==> src/rtl/bist_pkg.sv <==
`default_nettype none
// ============================================================================
// Module      : bist_pkg
// Description : Shared types and constants for the radix multiplier BIST
//               controller (state encoding, LFSR/MISR taps, signature width).
// Revision    : 1.0 - initial release
// ============================================================================
package bist_pkg;

    localparam int SIG_W = 8;

    // Feedback taps for x^8+x^6+x^5+x^4+1 (bits 7,5,4,3)
    localparam logic [SIG_W-1:0] LFSR_TAPS = 8'hB8;

    typedef enum logic [2:0] {
        ST_IDLE    = 3'd0,
        ST_INIT    = 3'd1,
        ST_RUN     = 3'd2,
        ST_DRAIN   = 3'd3,
        ST_COMPARE = 3'd4,
        ST_DONE    = 3'd5
    } state_t;

endpackage
`default_nettype wire

==> src/rtl/radix_bist_ctrl_if.sv <==
`default_nettype none
// ============================================================================
// Module      : radix_bist_ctrl_if
// Description : Operand/product and status bundle between the system, the
//               BIST controller and the multiplier under test.
// Revision    : 1.0 - initial release
// ============================================================================
interface radix_bist_ctrl_if;
    import bist_pkg::*;

    logic             start;
    logic [3:0]       func_x;
    logic [3:0]       func_y;
    logic [SIG_W-1:0] cut_out;
    logic [3:0]       cut_x;
    logic [3:0]       cut_y;
    logic             cut_reset;
    logic             busy;
    logic             done;
    logic             pass;
    logic [SIG_W-1:0] signature;

    // Controller side
    modport slave (
        input  start, func_x, func_y, cut_out,
        output cut_x, cut_y, cut_reset, busy, done, pass, signature
    );

    // System / multiplier side
    modport master (
        output start, func_x, func_y, cut_out,
        input  cut_x, cut_y, cut_reset, busy, done, pass, signature
    );

endinterface
`default_nettype wire

==> src/rtl/bist_lfsr8.sv <==
`default_nettype none
// ============================================================================
// Module      : bist_lfsr8
// Description : Fibonacci shift register with synchronous load of a fixed
//               seed, step enable and a parallel XOR input. With data_i tied
//               to zero it is a pattern generator; fed with a response word
//               it acts as a MISR.
// Revision    : 1.0 - initial release
// ============================================================================
module bist_lfsr8 #(
    parameter int               WIDTH = 8,
    parameter logic [WIDTH-1:0] TAPS  = 8'hB8,
    parameter logic [WIDTH-1:0] SEED  = 8'hA5
) (
    input  wire logic             clk,
    input  wire logic             reset,
    input  wire logic             load_i,
    input  wire logic             enable_i,
    input  wire logic [WIDTH-1:0] data_i,
    output logic      [WIDTH-1:0] q_o
);

    logic [WIDTH-1:0] q_q;
    logic [WIDTH-1:0] q_d;
    logic             w_fb;

    assign w_fb = ^(q_q & TAPS);
    assign q_d  = {q_q[WIDTH-2:0], w_fb} ^ data_i;
    assign q_o  = q_q;

    // Seed on reset or load, otherwise step when enabled
    always_ff @(posedge clk) begin
        if (reset || load_i) begin
            q_q <= SEED;
        end else if (enable_i) begin
            q_q <= q_d;
        end
    end

endmodule
`default_nettype wire

==> src/rtl/radix_bist_ctrl.sv <==
`default_nettype none
// ============================================================================
// Module      : radix_bist_ctrl
// Description : Self-test controller for the 4x4 radix multiplier. Applies
//               LFSR patterns, compacts products in a MISR and compares the
//               final signature with a golden value; passes functional
//               operands straight through when not testing.
// Revision    : 1.0 - initial release
// ============================================================================
module radix_bist_ctrl
    import bist_pkg::*;
#(
    parameter int               N_PATTERNS = 255,
    parameter int               CUT_LAT    = 1,
    parameter logic [SIG_W-1:0] LFSR_SEED  = 8'hA5,
    parameter logic [SIG_W-1:0] MISR_SEED  = 8'h00,
    parameter logic [SIG_W-1:0] GOLDEN_SIG = 8'h00
) (
    input  wire logic          clk,
    input  wire logic          reset,
    radix_bist_ctrl_if.slave   bus
);

    localparam logic [7:0] PAT_LAST   = 8'(N_PATTERNS - 1);
    localparam logic [1:0] DRAIN_LAST = 2'(CUT_LAT - 1);

    state_t           state_q, state_d;
    logic [7:0]       pat_cnt_q, pat_cnt_d;
    logic [1:0]       drain_cnt_q, drain_cnt_d;
    logic             pass_q, pass_d;
    logic [CUT_LAT-1:0] vpipe_q;

    logic             w_init;
    logic             w_run;
    logic             w_misr_en;
    logic [SIG_W-1:0] w_pat;
    logic [SIG_W-1:0] w_sig;

    assign w_init    = (state_q == ST_INIT);
    assign w_run     = (state_q == ST_RUN);
    assign w_misr_en = vpipe_q[CUT_LAT-1];

    bist_lfsr8 #(
        .WIDTH (SIG_W),
        .TAPS  (LFSR_TAPS),
        .SEED  (LFSR_SEED)
    ) u_pat_lfsr (
        .clk      (clk),
        .reset    (reset),
        .load_i   (w_init),
        .enable_i (w_run),
        .data_i   ({SIG_W{1'b0}}),
        .q_o      (w_pat)
    );

    bist_lfsr8 #(
        .WIDTH (SIG_W),
        .TAPS  (LFSR_TAPS),
        .SEED  (MISR_SEED)
    ) u_misr (
        .clk      (clk),
        .reset    (reset),
        .load_i   (w_init),
        .enable_i (w_misr_en),
        .data_i   (bus.cut_out),
        .q_o      (w_sig)
    );

    // Valid pipe tracks which cycles carry a product of an applied pattern
    if (CUT_LAT == 1) begin : g_vpipe_1
        // Single-stage valid flag
        always_ff @(posedge clk) begin
            if (reset || w_init) begin
                vpipe_q <= '0;
            end else begin
                vpipe_q <= w_run;
            end
        end
    end else begin : g_vpipe_n
        // Multi-stage valid shift register
        always_ff @(posedge clk) begin
            if (reset || w_init) begin
                vpipe_q <= '0;
            end else begin
                vpipe_q <= {vpipe_q[CUT_LAT-2:0], w_run};
            end
        end
    end

    // State, counters and result flag registers
    always_ff @(posedge clk) begin
        if (reset) begin
            state_q     <= ST_IDLE;
            pat_cnt_q   <= '0;
            drain_cnt_q <= '0;
            pass_q      <= 1'b0;
        end else begin
            state_q     <= state_d;
            pat_cnt_q   <= pat_cnt_d;
            drain_cnt_q <= drain_cnt_d;
            pass_q      <= pass_d;
        end
    end

    // Next-state, counter and pass-flag logic
    always_comb begin
        state_d     = state_q;
        pat_cnt_d   = pat_cnt_q;
        drain_cnt_d = drain_cnt_q;
        pass_d      = pass_q;
        case (state_q)
            ST_IDLE: begin
                if (bus.start) state_d = ST_INIT;
            end
            ST_INIT: begin
                pat_cnt_d   = '0;
                drain_cnt_d = '0;
                pass_d      = 1'b0;
                state_d     = ST_RUN;
            end
            ST_RUN: begin
                pat_cnt_d = pat_cnt_q + 8'd1;
                if (pat_cnt_q == PAT_LAST) begin
                    drain_cnt_d = '0;
                    state_d     = ST_DRAIN;
                end
            end
            ST_DRAIN: begin
                if (drain_cnt_q == DRAIN_LAST) begin
                    state_d = ST_COMPARE;
                end else begin
                    drain_cnt_d = drain_cnt_q + 2'd1;
                end
            end
            ST_COMPARE: begin
                pass_d  = (w_sig == GOLDEN_SIG);
                state_d = ST_DONE;
            end
            ST_DONE: begin
                if (bus.start) state_d = ST_INIT;
            end
            default: state_d = ST_IDLE;
        endcase
    end

    // Operand mux: patterns in RUN, quiet zeros elsewhere in test, functional otherwise
    always_comb begin
        bus.cut_x = 4'h0;
        bus.cut_y = 4'h0;
        if (state_q == ST_IDLE || state_q == ST_DONE) begin
            bus.cut_x = bus.func_x;
            bus.cut_y = bus.func_y;
        end else if (state_q == ST_RUN) begin
            bus.cut_x = w_pat[7:4];
            bus.cut_y = w_pat[3:0];
        end
    end

    assign bus.cut_reset = reset | w_init;
    assign bus.busy      = (state_q == ST_INIT) || (state_q == ST_RUN) ||
                           (state_q == ST_DRAIN) || (state_q == ST_COMPARE);
    assign bus.done      = (state_q == ST_DONE);
    assign bus.pass      = pass_q;
    assign bus.signature = w_sig;

endmodule
`default_nettype wire

==> src/flat_wrapper.sv <==
// flat-port wrapper written by rule: the top's interface ports become plain ports
module radix_bist_ctrl_flat import bist_pkg::*;
#(
    parameter int               N_PATTERNS = 255,
    parameter int               CUT_LAT    = 1,
    parameter logic [SIG_W-1:0] LFSR_SEED  = 8'hA5,
    parameter logic [SIG_W-1:0] MISR_SEED  = 8'h00,
    parameter logic [SIG_W-1:0] GOLDEN_SIG = 8'h00
)
  (clk, reset, bus_start, bus_func_x, bus_func_y, bus_cut_out, bus_cut_x, bus_cut_y, bus_cut_reset, bus_busy, bus_done, bus_pass, bus_signature);
  radix_bist_ctrl_if bus_i ();
  input  wire logic clk;
  input  wire logic reset;
  input wire logic [$bits(bus_i.start)-1:0] bus_start;
  input wire logic [$bits(bus_i.func_x)-1:0] bus_func_x;
  input wire logic [$bits(bus_i.func_y)-1:0] bus_func_y;
  input wire logic [$bits(bus_i.cut_out)-1:0] bus_cut_out;
  output wire logic [$bits(bus_i.cut_x)-1:0] bus_cut_x;
  output wire logic [$bits(bus_i.cut_y)-1:0] bus_cut_y;
  output wire logic [$bits(bus_i.cut_reset)-1:0] bus_cut_reset;
  output wire logic [$bits(bus_i.busy)-1:0] bus_busy;
  output wire logic [$bits(bus_i.done)-1:0] bus_done;
  output wire logic [$bits(bus_i.pass)-1:0] bus_pass;
  output wire logic [$bits(bus_i.signature)-1:0] bus_signature;
  assign bus_i.start = bus_start;
  assign bus_i.func_x = bus_func_x;
  assign bus_i.func_y = bus_func_y;
  assign bus_i.cut_out = bus_cut_out;
  assign bus_cut_x = bus_i.cut_x;
  assign bus_cut_y = bus_i.cut_y;
  assign bus_cut_reset = bus_i.cut_reset;
  assign bus_busy = bus_i.busy;
  assign bus_done = bus_i.done;
  assign bus_pass = bus_i.pass;
  assign bus_signature = bus_i.signature;
  radix_bist_ctrl #(.N_PATTERNS(N_PATTERNS), .CUT_LAT(CUT_LAT), .LFSR_SEED(LFSR_SEED), .MISR_SEED(MISR_SEED), .GOLDEN_SIG(GOLDEN_SIG)) u_core (.clk(clk), .reset(reset), .bus(bus_i));
endmodule
==> config.mk <==
export PLATFORM = sky130hd
export DESIGN_NAME = radix_bist_ctrl_flat
export DESIGN_NICKNAME = d
export VERILOG_FILES = /design/src/rtl/bist_pkg.sv /design/src/rtl/radix_bist_ctrl_if.sv /design/src/rtl/bist_lfsr8.sv /design/src/rtl/radix_bist_ctrl.sv /design/src/flat_wrapper.sv
export SDC_FILE = /design/constraint.sdc
export NUM_CORES = 1
export LEC_CHECK = 0
export ABC_AREA = 1
export BUFFER_PORTS_ARGS = -buffer_cell sky130_fd_sc_hd__buf_2
export CAP_MARGIN = 25
export CORE_MARGIN = 2
export CORE_UTILIZATION = 47
export DETAILED_ROUTE_END_ITERATION = 6
export MAX_ROUTING_LAYER = met4
export PLACE_DENSITY = 0.74
export SLEW_MARGIN = 25
export SYNTH_ARGS = -nofsm -noshare
export SYNTH_HDL_FRONTEND = slang
export SYNTH_SLANG_ARGS = --single-unit
==> constraint.sdc <==
create_clock -name clk -period 1.2 [get_ports clk]
set_input_delay 0.18 -clock clk [delete_from_list [all_inputs] [get_ports clk]]
set_output_delay 0.18 -clock clk [all_outputs]
set_load 0.02 [all_outputs]
Word-level counts from Yosys, hierarchy flattened
Index checks and enable logic that the tools add are counted.

word-level totals
  flip-flop bits (word level) = 31
  input port bits = 19
  output and inout bits = 20
  logic and storage cells = 50

cells by class
  $add $sub $neg = 2
  equal/unequal tests = 10
  mux-type cells = 13
  bitwise gates (word level) = 2
  reduce and logical (&&, ||, !) cells = 16

operators by type and width
  cell                 number
  $mux 4               4
  $pmux 8 s2           1
  $reduce_xor 8->1     2
  $pmux 3 s5           1
  $mux 3               3
  $add 8x1->8 const B  1
  $eq 8x8->1 const B   1
  $logic_not 8->1      1
  $xor 8x8->8          1
  $eq 3x2->1 const B   2
  $eq 3x3->1 const B   2
  $ne 2x1->1 const B   3
  $pmux 2 s3           1
  $reduce_and 3->1     2
  $logic_or 1x1->1     5
  $mux 2               2
  $reduce_bool 2->1    2
  $eq 3x1->1 const B   1
  $logic_not 3->1      1
  $reduce_bool 3->1    1
  $add 2x1->2 const B  1
  $logic_not 2->1      1
  $ne 2x2->1 const B   1
  $pmux 1 s2           1
  other kinds (2)      2

Longest topological paths before layout
  depth in word-level cells = 4
  gate-level depth with buffers = 10
  mapped depth without buffers = 10

Modules after synthesis
A second synthesis with hierarchy kept.

second synthesis, totals
  cells, all modules = 267
  area total of the unflattened synthesis = 1834.3 um2

by module, submodules not included
  module                           times used  cells each  area an instance (um2)  seq. area each (um2)
  radix_bist_ctrl                  1           138         927.1                   300.3
  bist_lfsr8 at u_core.u_misr      1           67          467.9                   160.2
  bist_lfsr8 at u_core.u_pat_lfsr  1           62          439.2                   160.2

Worst setup path after synthesis
OpenSTA, ideal clock, no wires.

  kind = register -> output
  from = register u_core.state_q[0]
  to = output bus_cut_x[3]
  arrival time = 1.340 ns
  data required time = 1.020 ns
  path slack = -0.320 ns
  cell stages (with the launch flop) = 5
  path buffers = 1
  cell sequence = dfxtp_1 -> nor2_2 -> nand2_4 -> buf_2 -> o21ai_0

on the way
  word-level cells in the longest chain between the ends = 3
  elaborated cells on any way between the ends = 6
  those cells by class = 2 x eq/ne; 2 x mux; 2 x reduce/logical

RTL lines
  element                                            RTL line                                        source
  start: declaration                                 radix_bist_ctrl.sv:27                           state_t state_q, state_d;
  start signal: assignment                           radix_bist_ctrl.sv:98                           state_q <= state_d;
  $eq 3x2->1, or another cell as far along           radix_bist_ctrl.sv:153                          end else if (state_q == ST_RUN) begin
  $mux 4 / $logic_or 1x1->1 (equally long branches)  radix_bist_ctrl.sv:153, radix_bist_ctrl.sv:150
  $mux 4 *                                           radix_bist_ctrl.sv:150                          if (state_q == ST_IDLE || state_q == ST_DONE) begin
  end: declaration                                   flat_wrapper.sv:18                              output wire logic [$bits(bus_i.cut_x)-1:0] bus_cut_x;

Every way passes the cells marked *; elsewhere a longest branch is shown, timed or not.

Worst setup path in the final report
  from = register u_core.state_q[2]
  to = output bus_cut_x[3]

Same word-level chain as after synthesis.

==> results.md <==
* Status: finished with violations
* Failing checks: setup timing
* Slew Viols, Final at 0
* Worst relative slew slack at 0.8237
* Sw Pwr at roughly 2.7 mW
* Post-route cell area at around 2500 um^2
* Max_cap viols at 0
* GR Layer Usage met3 at 0.04167
* Cell count after synthesis at 220
* Routed vias at around 1,700
* Post-synth top area cell: dfxtp_1
* Worst hold endpoint: u_core.u_misr.q_o[7]
* PnR worst setup slack at -0.4084 ns
* Layout cell share with drive strength beyond 1 at 0.4868
* Final GP Congestion at slightly below 0.9
* Vias in the first global route at about 1,500
* Die area at 3885 um^2
* H-Tree Depth at 2
* DRT iter0 DRCs at 95
* Final setup violation count at 23
* Post-synth top area share at 0.3881
* Power Density at roughly 2500 nW/um^2
* I/O Buffers at 38
* Achievable clock frequency at 621.7 MHz
* Worst hold path class: input pin to flop
* Die W at around 62 um
* GR peak layer: met2
* Initial antenna violation count at 0
* Mux share of post-synthesis cell area at 0
* Logic gate share of total power at 0.617
* Seq pwr share at 0.243
* M1 GR Usage at 0.2633
* Setup CP Type: flop to output pin
* Vias/cell at just under 5
* CTS sink cnt at 31
* First-pass GRT wire length at just under 7000 um
* Cts bufs inserted at 5
* R2R depth at 9
* HP Start: bus_cut_out[7]
* Yosys warns at 0
* Initial core utilization at 0.4830
* CTS tree: yes
* Fin. Hold Viols at 0
* Final TNS setup at -5.004 ns
* Flops & latches, synth at 31
* Sw frac at 0.4369
* CTS Buffer Depth at 2
* Clk pwr share at 0.140
* Top-count cell post-synth: nand2_1
* Main combinational cell family by area after synthesis: simple AND/OR/NAND/NOR gates
* CTS root buf: clkbuf_4
* Hold path cells at 3
* Clock latency on the worst-skew pair at approximately 0.34 ns
* Compound-cell area share of the yosys netlist at 0.1299
* Fin nets at between 300 and 400
* Lkg Pwr at 1.176 nW
* WP data arrival at about 1.4 ns
* Post-route clock period utilization at 1.340
* DR WL/cell at about 14 um
* Crit path required time at 1.02 ns
* Largest net degree at the start of global routing at 13
* Syn avg cell area at 7.268 um^2
* Syn nets at 243
* Min Tclk post-route at 1.608 ns
* Startpoint type of the worst setup path: flop
* Main synth FF type: dfxtp_1
* Post-synth EDFFs at 0
* Place WS at -0.1437 ns
* Worst-path clk slew at ~0.1 ns
* Worst-Margin Slew at between 0.2 and 0.3 ns
* Tot GR Track Use at 0.2313
* Synth Area in Simple Gates at 0.3005
* Seq/Total Area, Yosys at 0.3881
* Critical R2R Launch: u_core.state_q[2]
* Post-Route Utilization at 0.7596
* Max Clock Skew at 0.009326 ns
* Post-synth ARST share at 0
* Drt drc at 0
* Crit end category: output pin
* Gr ovfl total at 0
* Die Ht at around 62 um
* Post-Synth Adder-Cell Area at 0.03130
* Num ports at 39
* RSZ-0062 raised after global routing: true
* Placed standard-cell area at approximately 2100 um^2
* Diodes inserted at 0
* R2r setup slk at -0.21 ns
* Final ANT Viol Nets at 0
* Worst Path Max Fanout at 4
* Post-DP HPWL at roughly 2700 um
* Met2 usage at 0.3913
* Worst VDD drop at about 0.0011 V
* Synth cell count leaders: nand2_1, dfxtp_1, a21oi_1
* Drt first pass iters at 4
* Final Power at slightly above 6 mW
* Critical R2R Capture: u_core.state_q[2]
* Wirelength, routed at just under 5000 um
* Netlist area before placement at around 1600 um^2
* Core area at around 3300 um^2
* Main area contributors after synthesis: dfxtp_1, nand2_1, a21oi_1, xnor2_1, inv_1
* XOR/XNOR Fraction of Synth Area at 0.06573
* Site Rows at 21
* Synth unique cells at 29
* Cell Int Power at between 3 and 4 mW
* Area Overhead vs Synth at 57.28%
metrics by stage:
| step | cells | hold slack [ns] |
|---|---|---|
| after floorplan | 220 | 0.2491 |
| after global placement | 332 | 0.4514 |
| after detailed placement | 332 | 0.4592 |
| after CTS | 346 | 0.1051 |
| after global routing | 348 | 0.1143 |
| final | 348 | 0.1130 |
placed cells by master, fill, tap and decap left out, types with 3 or more instances in the layout:
master    count
buf_2        26
o21ai_1       8
nor2_1       11
o21ai_0       3
buf_6        16
dfxtp_1      24
nand2_1      42
nand2_4       4
buf_4        35
dfxtp_4       5
inv_2         6
inv_1        17
nor2_4        3
a21oi_1      21
ha_4          3
nand2_2      19
nand3_1       9
o21ai_2       3
xnor2_1      10
nand3_2       5
clkbuf_4      5
worst max-delay path, stage by stage (launching register included):
cell	delay (ns)
dfxtp_4	0.38
nor2_4	0.19
nand2_4	0.11
buf_6	0.14
o21ai_4	0.12
buf_6	0.13
cell type report:
type	instances	area [um^2]
Multi-Input combinational cell	159	1016
Fill cell	227	795.8
Sequential cell	31	641.9
Timing Repair Buffer	78	593.1
Inverter	26	120.1
Tap cell	46	57.56
Clock buffer	6	51.30
Clock inverter	2	35.03
cells by family after synthesis:
family,count (synthesis)
AO/OA/AOI/OAI,40
XOR/XNOR,12
adder cells (fa/ha/maj),4
buffers and inverters,31
flip-flops,31
AND/OR/NAND/NOR,102
how the worst max path moves through the flow:
stage	from	endpoint	slack, ns
CTS	u_core.state_q[0]	bus_cut_x[3]	-0.34
global route	u_core.state_q[2]	bus_cut_x[2]	-0.49
floorplan	u_core.u_misr.q_o[4]	u_core.u_misr.q_o[0]	0.003
finish	u_core.state_q[2]	bus_cut_x[3]	-0.41
global placement	u_core.state_q[0]	bus_cut_x[3]	-0.11
detailed placement	u_core.state_q[0]	bus_cut_x[3]	-0.14
repair_timing:
action / 4_1_cts / 5_1_grt
endpoints found under the setup margin: 32 / 35
buffers inserted: 7 / 2
endpoints found under the hold margin: 0 / 0
hold buffers: 0 / 0
pin swaps: 12 / 10
gates resized for setup: 49 / 27
gates cloned: 0 / 1
flip-flops by register name, indices dropped and copies added, names as in the netlist:
signal                 count
u_core.bus.pass            1
u_core.drain_cnt_q         2
u_core.pat_cnt_q           8
u_core.state_q             3
u_core.u_misr.q_o          8
u_core.u_pat_lfsr.q_o      8
u_core.vpipe_q             1
layer usage:
metal	wire (um)	vias to the layer above
met5	0	-
li1	-	870
met1	1881	793
met3	177	18
met2	2609	49
met4	180	0
power groups by stage:
stage          clock, mW  sequential (mW)  combinational (mW)
6_report           0.865             1.51                3.82
5_1_grt            0.940             1.53                4.10
4_1_cts            0.886             1.48                3.40
3_5_place_dp           0             1.48                2.81
3_3_place_gp           0             1.47                2.78
2_1_floorplan          0             1.53                1.78
Power figures use the tool's default switching activity.
